File: src/rtl/traffic_light_fsm.sv
// Junction phase controller: latches side-road and pedestrian requests and
// sequences main/side vehicle lamps and the walk lamp through timed phases.
module traffic_light_fsm #(
    parameter int MAIN_MIN_GREEN = 10,
    parameter int SIDE_GREEN     = 8,
    parameter int YELLOW         = 3,
    parameter int ALL_RED        = 2,
    parameter int WALK           = 6,
    parameter int CNT_W          = 8
) (
    input  logic       clk,
    input  logic       reset,
    input  logic       vehicle_detected,
    input  logic       ped_detected,
    output logic [2:0] main_light,
    output logic [2:0] side_light,
    output logic       walk,
    output logic       veh_pending,
    output logic       ped_pending,
    output logic [2:0] phase
);

    localparam logic [2:0] S_MAIN_G   = 3'd0;
    localparam logic [2:0] S_MAIN_Y   = 3'd1;
    localparam logic [2:0] S_RED_IN   = 3'd2;
    localparam logic [2:0] S_SIDE_G   = 3'd3;
    localparam logic [2:0] S_SIDE_Y   = 3'd4;
    localparam logic [2:0] S_PED_WALK = 3'd5;
    localparam logic [2:0] S_RED_OUT  = 3'd6;

    localparam logic [CNT_W-1:0] L_MAIN_G = CNT_W'(MAIN_MIN_GREEN - 1);
    localparam logic [CNT_W-1:0] L_SIDE_G = CNT_W'(SIDE_GREEN - 1);
    localparam logic [CNT_W-1:0] L_YELLOW = CNT_W'(YELLOW - 1);
    localparam logic [CNT_W-1:0] L_ALLRED = CNT_W'(ALL_RED - 1);
    localparam logic [CNT_W-1:0] L_WALK   = CNT_W'(WALK - 1);

    localparam logic [2:0] LAMP_R = 3'b100;
    localparam logic [2:0] LAMP_Y = 3'b010;
    localparam logic [2:0] LAMP_G = 3'b001;

    logic [2:0]       r_state;
    logic [CNT_W-1:0] r_cnt;
    logic             r_veh_pend;
    logic             r_ped_pend;

    logic [2:0]       w_next;
    logic             w_cnt_zero;
    logic             w_enter;
    logic [CNT_W-1:0] w_load;

    assign w_cnt_zero = (r_cnt == '0);

    always_comb begin
        w_next = r_state;
        case (r_state)
            S_MAIN_G:   if (w_cnt_zero && (r_veh_pend || r_ped_pend)) w_next = S_MAIN_Y;
            S_MAIN_Y:   if (w_cnt_zero) w_next = S_RED_IN;
            S_RED_IN: begin
                // pedestrian request outranks a waiting side-road vehicle
                if (w_cnt_zero) begin
                    if (r_ped_pend)      w_next = S_PED_WALK;
                    else if (r_veh_pend) w_next = S_SIDE_G;
                    else                 w_next = S_MAIN_G;
                end
            end
            S_SIDE_G:   if (w_cnt_zero) w_next = S_SIDE_Y;
            S_SIDE_Y:   if (w_cnt_zero) w_next = S_RED_OUT;
            S_PED_WALK: if (w_cnt_zero) w_next = S_RED_OUT;
            S_RED_OUT:  if (w_cnt_zero) w_next = S_MAIN_G;
            default:    w_next = S_MAIN_G;
        endcase
    end

    // No state re-enters itself, so any change of code is a phase entry.
    assign w_enter = (w_next != r_state);

    always_comb begin
        w_load = L_MAIN_G;
        case (w_next)
            S_MAIN_Y, S_SIDE_Y:   w_load = L_YELLOW;
            S_RED_IN, S_RED_OUT:  w_load = L_ALLRED;
            S_SIDE_G:             w_load = L_SIDE_G;
            S_PED_WALK:           w_load = L_WALK;
            default:              w_load = L_MAIN_G;
        endcase
    end

    always_ff @(posedge clk or negedge reset) begin
        if (!reset) begin
            r_state <= S_MAIN_G;
            r_cnt   <= L_MAIN_G;
        end else begin
            r_state <= w_next;
            if (w_enter)
                r_cnt <= w_load;
            else if (!w_cnt_zero)
                r_cnt <= r_cnt - 1'b1;
        end
    end

    // Serving a request clears it on the entry edge, even if the input is still high.
    always_ff @(posedge clk or negedge reset) begin
        if (!reset) begin
            r_veh_pend <= 1'b0;
            r_ped_pend <= 1'b0;
        end else begin
            if (w_enter && (w_next == S_SIDE_G))
                r_veh_pend <= 1'b0;
            else if (vehicle_detected)
                r_veh_pend <= 1'b1;

            if (w_enter && (w_next == S_PED_WALK))
                r_ped_pend <= 1'b0;
            else if (ped_detected)
                r_ped_pend <= 1'b1;
        end
    end

    always_comb begin
        main_light = LAMP_R;
        side_light = LAMP_R;
        walk       = 1'b0;
        case (r_state)
            S_MAIN_G:   main_light = LAMP_G;
            S_MAIN_Y:   main_light = LAMP_Y;
            S_SIDE_G:   side_light = LAMP_G;
            S_SIDE_Y:   side_light = LAMP_Y;
            S_PED_WALK: walk       = 1'b1;
            default:    ;
        endcase
    end

    assign veh_pending = r_veh_pend;
    assign ped_pending = r_ped_pend;
    assign phase       = r_state;

endmodule

File: config.mk
export PLATFORM = sky130hd
export DESIGN_NAME = traffic_light_fsm
export DESIGN_NICKNAME = d
export VERILOG_FILES = /design/src/rtl/traffic_light_fsm.sv
export SDC_FILE = /design/constraint.sdc
export NUM_CORES = 1
export LEC_CHECK = 0
export ABC_AREA = 1
export BUFFER_PORTS_ARGS = -buffer_cell sky130_fd_sc_hd__buf_2
export CORE_MARGIN = 3
export CORE_UTILIZATION = 50
export DETAILED_ROUTE_END_ITERATION = 8
export PLACE_DENSITY = 0.72
export SLEW_MARGIN = 20
export SYNTH_ARGS = -nofsm -noshare
export SYNTH_HDL_FRONTEND = slang
export SYNTH_SLANG_ARGS = --single-unit
File: constraint.sdc
create_clock -name clk -period 5.1 [get_ports clk]
set_input_delay 0.255 -clock clk [delete_from_list [all_inputs] [get_ports clk]]
set_output_delay 0.255 -clock clk [all_outputs]
set_load 0.01 [all_outputs]
**After elaboration in Yosys (flattened, before gate mapping)**

Cells that the tools add are included.

- Reductions and logical operators: 11
- Add/sub/neg operators: 1
- Equal/unequal tests: 14
- Muxes and demuxes: 19

Operators with widths:

| cell | count |
|---|---|
| $mux W3 | 7 |
| $eq A3 B3 Y1 const B | 6 |
| $pmux W3 S6 | 1 |
| $mux W8 | 2 |
| $pmux W4 S4 | 1 |
| $eq A3 B2 Y1 const B | 4 |
| $pmux W3 S2 | 2 |
| $logic_not A8 Y1 | 1 |
| $sub A8 B1 Y8 const B | 1 |
| $eq A3 B1 Y1 const B | 2 |
| $reduce_or A2 Y1 | 3 |
| $mux W1 | 5 |
| $reduce_bool A2 Y1 | 2 |
| $logic_and A1 B1 Y1 | 3 |
| $logic_not A3 Y1 | 1 |
| $ne A3 B3 Y1 | 1 |
| $mux W2 | 1 |
| $ne A2 B1 Y1 const B | 1 |
| $logic_or A1 B1 Y1 | 1 |

- Register bits after elaboration: 13
- Logic and storage cells: 49
- Input port bits: 4

**Longest topological paths before layout**

Gate-level depths: netlist (run 1).

- Word-level depth: 8
- Gate-level depth with buffers: 15
- Gate-level depth less buffers: 15

**Least setup slack after synthesis (run 1)**

OpenSTA, ideal clock, no wires.

- Path type: reg2reg
- Start point: reg r_cnt[0]
- End point: reg r_cnt[1]
- Stages on the path, launching flop included: 15
- Data arrival time: 1715 ps
- Path buffers: 0
- Data required time: 4984 ps
- Library setup time: 116 ps
- Slack: 3268 ps
- Cell sequence: dfstp_2 -> inv_1 -> ha_1 -> inv_2 -> nor2_2 -> nand2_4 -> nand2_1 -> nand2_4 -> nand2_2 -> nand2_2 -> nand3_4 -> nor2_1 -> inv_1 -> nand2_1 -> nand2_1

- Cells in the longest elaborated chain, start to end: 8
- Elaborated cells on any way between the ends: 23
- Those cells by class: 1 x add/sub; 8 x eq/ne; 10 x mux; 4 x reduce/logical

Ends and longest elaborated chain:

| element | RTL line | RTL |
|---|---|---|
| from (decl) | 42 | `logic [CNT_W-1:0] r_cnt;` |
| from (signal assigned) | 95 | `r_cnt <= w_load;` |
| from (signal assigned) | 97 | `r_cnt <= r_cnt - 1'b1;` |
| $logic_not A8 Y1 | 51 | `assign w_cnt_zero = (r_cnt == '0);` |
| $logic_and A1 B1 Y1 | 56 | `S_MAIN_G: if (w_cnt_zero && (r_veh_pend \|\| r_ped_pend)) w_next = S_MAIN_Y;` |
| $mux W3 | 56 |  |
| $pmux W3 S6 | 55 | `case (r_state)` |
| $eq A3 B2 Y1, or another cell as far along | 79 | `case (w_next)` |
| $reduce_or A2 Y1 | 79 |  |
| $pmux W4 S4 | 79 |  |
| $mux W8 | 94 | `if (w_enter)` |

Several ways; a longest one is shown, not always the timed one. The select of a mux whose other input is x is not followed.
A chain may end at the register's enable or synchronous reset.

**Worst setup path after layout (run 1)**

Same ends and word-level chain as after synthesis.

==> key figures, run 1 <==
Placed design
  • Area post-placement: 0.00108 sq mm
  • GPL Wtd Cong: 0.911
  • Port Buffers: 15
  • DP HPWL: 1.75 mm

Clocking
  • H-Tree Level Count: 1
  • Reg clk slew, reported paths: 80 ps
  • CTS Buf Count: 3
  • Worst-skew pair later-pin latency: 280 ps
  • Bufs on Longest Clock Path: 2
  • Post-cts sizing count: 0
  • CTS tree: built
  • Num Clock Sinks: 13
  • Root Buffer: clkbuf_4

Timing
  • Fin crit share: 0.428
  • RSZ-0062 raised after global routing: false
  • Slew @ Worst Pin: 391 ps
  • Fmax: 0.458 GHz
  • Final setup TNS: 0 ps
  • Max_slew headroom: 0.740
  • Tmin final: 2180 ps
  • Final Hold Fails: 0
  • Slew Limit Fails: 0
  • Clock skew after layout: 1.29 ps
  • Final setup viols: 0

Worst setup path
  • CP Class: register to register
  • Worst r2r src: r_cnt[0]
  • Worst Setup End Kind: register
  • CP Data Required Time: 5280 ps
  • CP max FO: 13
  • Worst setup SP type: register
  • CP startpoint: r_cnt[0]
  • Worst path arrival time: 2370 ps

Logic synthesis
  • Post-Synthesis Mean Instance Area: 7.13 sq um
  • Dominant synthesized flop cell: dfrtp_1
  • Syn nets: 146
  • Async set-reset flop share out of synthesis: 1.00
  • Mapped Cells: 141
  • FF+latch count, synth: 13
  • Sequential area share after synthesis: 0.326
  • Synth unique cells: 28
  • Mapped cell area: 0.00101 sq mm
  • YS warnings: 0
  • Post-synth EDFFs: 0

Floorplan
  • Die H: 50.9 microns
  • Core ar.: 0.00182 sq mm
  • Die X: 50.9 microns
  • Top Ports: 16
  • Starting density of the core: 0.553
  • DIE AREA: 0.00259 sq mm
  • Rows: 15

Layout
  • Finished Cell Area: 0.00111 sq mm
  • Diodes inserted: 0
  • Share of cells above drive strength 1: 0.253
  • P&R area growth vs syn: 10.8%
  • NumNets Final: 164

Run status
  • Status: completed

Detailed routing
  • WL met2: 1.08 mm
  • Met3 routed WL: 116 microns
  • M1 WL: 1.06 mm
  • Post-route ant nets: 0
  • Drt drc: 0
  • DRT iter0 DRCs: 25
  • Top Metal Used: met4
  • Via count: 948
  • DR pass1 iterations: 4
  • Total Wirelength: 2.31 mm
  • Wire per inst: 12.6 microns
  • Via-per-instance ratio: 5.18

GRT
  • Largest net degree at the start of global routing: 14
  • Initial antenna violation count: 0
  • First-pass GRT wire length: 3.90 mm
  • All-Layer GR Usage: 0.200
  • GRT overflow: 0
  • Vias in the first global route: 902

Power and ir drop
  • Leak: 0.574 nW
  • P per Cell Area: 767 mW/mm^2
  • Maximum VDD drop: 0.000416 V

Worst hold path
  • HP Start: ped_detected
  • Hold crit path type: input pin to register

Job
  • Max_cap viols: 0
-- final timing paths --
check                              end  slack [ps]  cells after the start
max in group asynchronous     r_cnt[0]        4440                      2
max reg2reg                   r_cnt[1]        2920                     14
max                           r_cnt[1]        2920                     14
min reg2reg                   r_cnt[1]         520                      2
min                        ped_pending         170                      3
min in group asynchronous     r_cnt[4]         380                      2
-- cells by family (layout without fill, tap and decap cells) --
family          Yosys count  after routing  synth area share
flops                    13             13             0.326
xor+xnor                  4              4            0.0348
simple gates             79             79             0.377
compound gates           19             19             0.132
fa+ha+maj                 1              1            0.0124
buf+inv                  25             42             0.118
-- metrics by stage --
step | power [mW] | utilization | setup slack, ps | hold WS (ps) | cells
detailed placement | 0.784 | 0.592 | 2930 | 164 | 178
global placement | 0.776 | 0.592 | 2970 | 164 | 178
global route | 0.937 | 0.612 | 2690 | 202 | 183
finish | 0.855 | 0.612 | 2920 | 172 | 183
floorplan | 0.680 | - | 3270 | -40.6 | 141
CTS | 0.853 | 0.612 | 2920 | 174 | 183
-- Yosys cell counts, types with 3 or more instances --
cell type,n,area share
a21oi_1,5,0.025
buf_6,3,0.034
dfrtp_1,11,0.27
inv_1,17,0.063
inv_2,4,0.015
nand2_1,29,0.11
nand2_2,6,0.037
nand3_1,10,0.050
nor2_1,21,0.078
nor2_2,3,0.019
nor3_1,3,0.015
o211ai_1,4,0.030
o21ai_0,3,0.015
xor2_1,3,0.026
-- cell type report --
cell class,count,area [sq um]
Fill cell,169,706
Multi-Input combinational cell,103,559
Sequential cell,13,328
Timing Repair Buffer,16,85.1
Inverter,22,85.1
Tap cell,25,31.3
Clock buffer,4,26.3
-- power by group --
group / switching, mW / total, mW / internal [mW]
Clock: 0.0370 / 0.0674 / 0.0304
Sequential: 0.0607 / 0.216 / 0.156
Combinational: 0.368 / 0.571 / 0.203
-- worst max-delay path: stages (launching register included) --
cell,delay (ps)
dfstp_2,530
inv_1,60
ha_1,250
inv_2,80
nor2_2,50
nand2_4,120
nand2_1,120
nand2_4,120
nand2_2,50
nand2_2,90
nand3_4,170
nor2_1,250
inv_1,60
nand2_1,70
nand2_1,50
-- state kept, by name, summed over array words and instances (netlist names) --
name	count
ped_pending	1
r_cnt	8
veh_pending	1
phase	3
-- what timing repair did --
item / 4_1_cts / 5_1_grt
hold buffers: 1 / 0
endpoints found under the hold margin: 11 / 0
setup buffers: 0 / 0
-- cells in the final DEF, fill, tap and decap left out, drive strengths merged, types with 4 or more instances in the layout --
master,netlist,final
o211ai,4,4
a21oi,5,5
o21ai,4,4
nand3,12,12
buf,3,15
clkbuf,0,4
nand2,37,37
inv,22,22
nor2,24,24
dfrtp,11,11
-- routing by layer --
layer,GRT usage,vias to the layer above
li1,-,488
met1,0.252,428
met2,0.326,25
met3,0.0379,7
met4,0.0987,0
met5,0,-
Note: power is estimated with default switching activity, not from simulation.
==> run 2: changes to the inputs <==
- PLACE_DENSITY: 0.72 -> 0.75
- clock period: 5.1 -> 1.7 ns (I/O delays scaled with it)
==> key figures, run 2 (same netlist as run 1, synthesis figures left out) <==
Run status
  • Status: complete, but fails checks
  • Failing checks: setup timing

Power and ir drop
  • Maximum VDD drop: 0.00171 V (+310%)
  • P per Cell Area: 2470 mW/mm^2 (+220%)
  • Total Power: 3.71 mW (+330%)
  • Leak: 0.766 nW (+33%)

Floorplan
  • Rows: 15 (unchanged)
  • Die H: 50.9 microns (unchanged)
  • DIE AREA: 0.00259 sq mm (unchanged)
  • Core ar.: 0.00182 sq mm (unchanged)
  • Starting density of the core: 0.553 (unchanged)
  • Top Ports: 16 (unchanged)
  • Die X: 50.9 microns (unchanged)

Worst setup path
  • CP max FO: 6 (-7)
  • Worst R2R End: r_cnt[2]
  • CP Data Required Time: 1920 ps (-3360 ps)
  • Worst path arrival time: 2090 ps (-280 ps)
  • Worst r2r src: r_cnt[0]
  • CP Class: register to register
  • Worst Setup End Kind: register
  • R2R Setup Slk: -170 ps (-3090 ps)
  • Worst r2r path cells: 12 (-2)
  • Worst setup SP type: register

Layout
  • NumNets Final: 196 (+20%)
  • Leading cell type in the layout, fill and taps excluded: buf_4
  • Diodes inserted: 0 (unchanged)
  • Storage cell area: 329 sq um (+0.38%)
  • Share of cells above drive strength 1: 0.474 (+0.221)
  • Max reg flops: 8 (unchanged)
  • Commonest cells after routing, fill and taps aside: buf_4, nand2_1, nor2_1
  • P&R area growth vs syn: 49.3%
  • Area of the multi-input gates: 699 sq um (+25%)
  • Layout fillers: 120 (-29%)
  • Largest reg by FF count: r_cnt
  • Finished Cell Area: 0.00150 sq mm (+35%)

GRT
  • Met1 Resource Use GR: 0.329 (+0.0772)
  • Most used routing layer: met2
  • GR Layer Usage met2: 0.535 (+0.209)
  • Largest net degree at the start of global routing: 14 (unchanged)
  • Grt met3 use: 0.0700 (+0.0321)
  • All-Layer GR Usage: 0.302 (+0.102)
  • First-pass GRT wire length: 5.55 mm (+42%)
  • Initial antenna violation count: 0 (unchanged)
  • Vias in the first global route: 1,174 (+30%)
  • GRT overflow: 0 (unchanged)

Timing
  • Final Hold Fails: 0 (unchanged)
  • Clock skew after layout: 1.57 ps (+0.285 ps)
  • Fmax: 0.534 GHz (+17%)
  • Final setup TNS: -1290 ps (-1290 ps)
  • Tmin final: 1870 ps (-310 ps)
  • Slew Limit Fails: 0 (unchanged)
  • Max_slew headroom: 0.601 (-0.139)
  • Final worst slack: -174 ps (-3090 ps)
  • Final setup viols: 10 (+10)
  • RSZ-0062 raised after global routing: true
  • Fin crit share: 1.10 (+0.674)
  • Slew @ Worst Pin: 596 ps (+206 ps)

Detailed routing
  • Post-route ant nets: 0 (unchanged)
  • DR pass1 iterations: 4 (unchanged)
  • DRT iter0 DRCs: 40 (+60%)
  • Via-per-instance ratio: 5.48 (+5.9%)
  • Drt drc: 0 (unchanged)
  • Total Wirelength: 3.46 mm (+50%)
  • Via count: 1,179 (+24%)
  • Wire per inst: 16.1 microns (+27%)

Worst hold path
  • Hold EP: veh_pending
  • WHS Path Cells: 2 (-1)
  • Hold crit path type: input pin to register
  • HP Start: vehicle_detected

Clocking
  • Root Buffer: clkbuf_4
  • Reg clk slew, reported paths: 80 ps (about the same)
  • Worst-skew pair later-pin latency: 300 ps (+20 ps)
  • Num Clock Sinks: 13 (unchanged)
  • H-Tree Level Count: 1 (unchanged)
  • CTS Buf Count: 3 (unchanged)
  • Bufs on Longest Clock Path: 2 (unchanged)
  • CTS tree: built

Placed design
  • DP HPWL: 2.16 mm (+24%)
  • Area post-placement: 0.00130 sq mm (+21%)
  • GPL Wtd Cong: 0.876 (-3.9%)
  • Port Buffers: 15 (unchanged)

Job
  • Max_cap viols: 0 (unchanged)
run 2: worst max-delay path by stage:
stage | from | end | slack (ps)
after floorplan | r_cnt[0] | ped_pending | -20
after global placement | r_cnt[1] | ped_pending | -60
after detailed placement | r_cnt[1] | r_cnt[5] | -140
after CTS | r_cnt[0] | r_cnt[5] | -60
after global routing | r_cnt[2] | ped_pending | -310
final | r_cnt[0] | r_cnt[2] | -170
run 2: where the power goes:
group	internal (mW)	switching (mW)	leakage [nW]
clock	0.0918	0.118	0.0150
combinational	1.24	1.64	0.594
sequential	0.471	0.146	0.157
total	1.80	1.91	0.766
run 2: critical path, stage by stage, from the launching register on:
cell and delay [ps]:
dfstp_2 550, inv_2 50, ha_4 170, inv_4 60, nor2_4 50, nand2_4 110
o21ai_1 110, nand2_1 100, inv_2 60, nand3_4 120, buf_4 130, nand4_1 80
a21oi_1 200
run 2: area by class of cell:
class / instances / area share
Multi-Input combinational cell: 104 / 0.466
Timing Repair Buffer: 47 / 0.218
Clock buffer: 4 / 0.0175
Sequential cell: 13 / 0.219
Tap cell: 25 / 0.0208
Inverter: 22 / 0.0583
run 2: what timing repair did:
item,in CTS,in global routing
setup endpoints to repair,10,11
cloned,1,0
pin swaps,7,10
endpoints found under the hold margin,14,0
hold buffers,2,0
resized for setup,21,10
buffers inserted,3,0
run 2: stage by stage:
| stage | hold WS (ps) | cells | setup slack, ps | utilization |
|---|---|---|---|---|
| after global placement | -12.0 | 205 | -57.3 | 0.715 |
| after CTS | 35.1 | 215 | -57.7 | 0.802 |
| after floorplan | -211 | 141 | -19.0 | - |
| final | 31.3 | 215 | -174 | 0.825 |
| after detailed placement | -6.39 | 205 | -140 | 0.715 |
| after global routing | 31.9 | 215 | -309 | 0.825 |
run 2: metal layers:
metal  up-vias  wire, microns
li1        557              -
met1       555           1330
met2        47           1780
met3        20            183
met4         0            158
met5         -              0
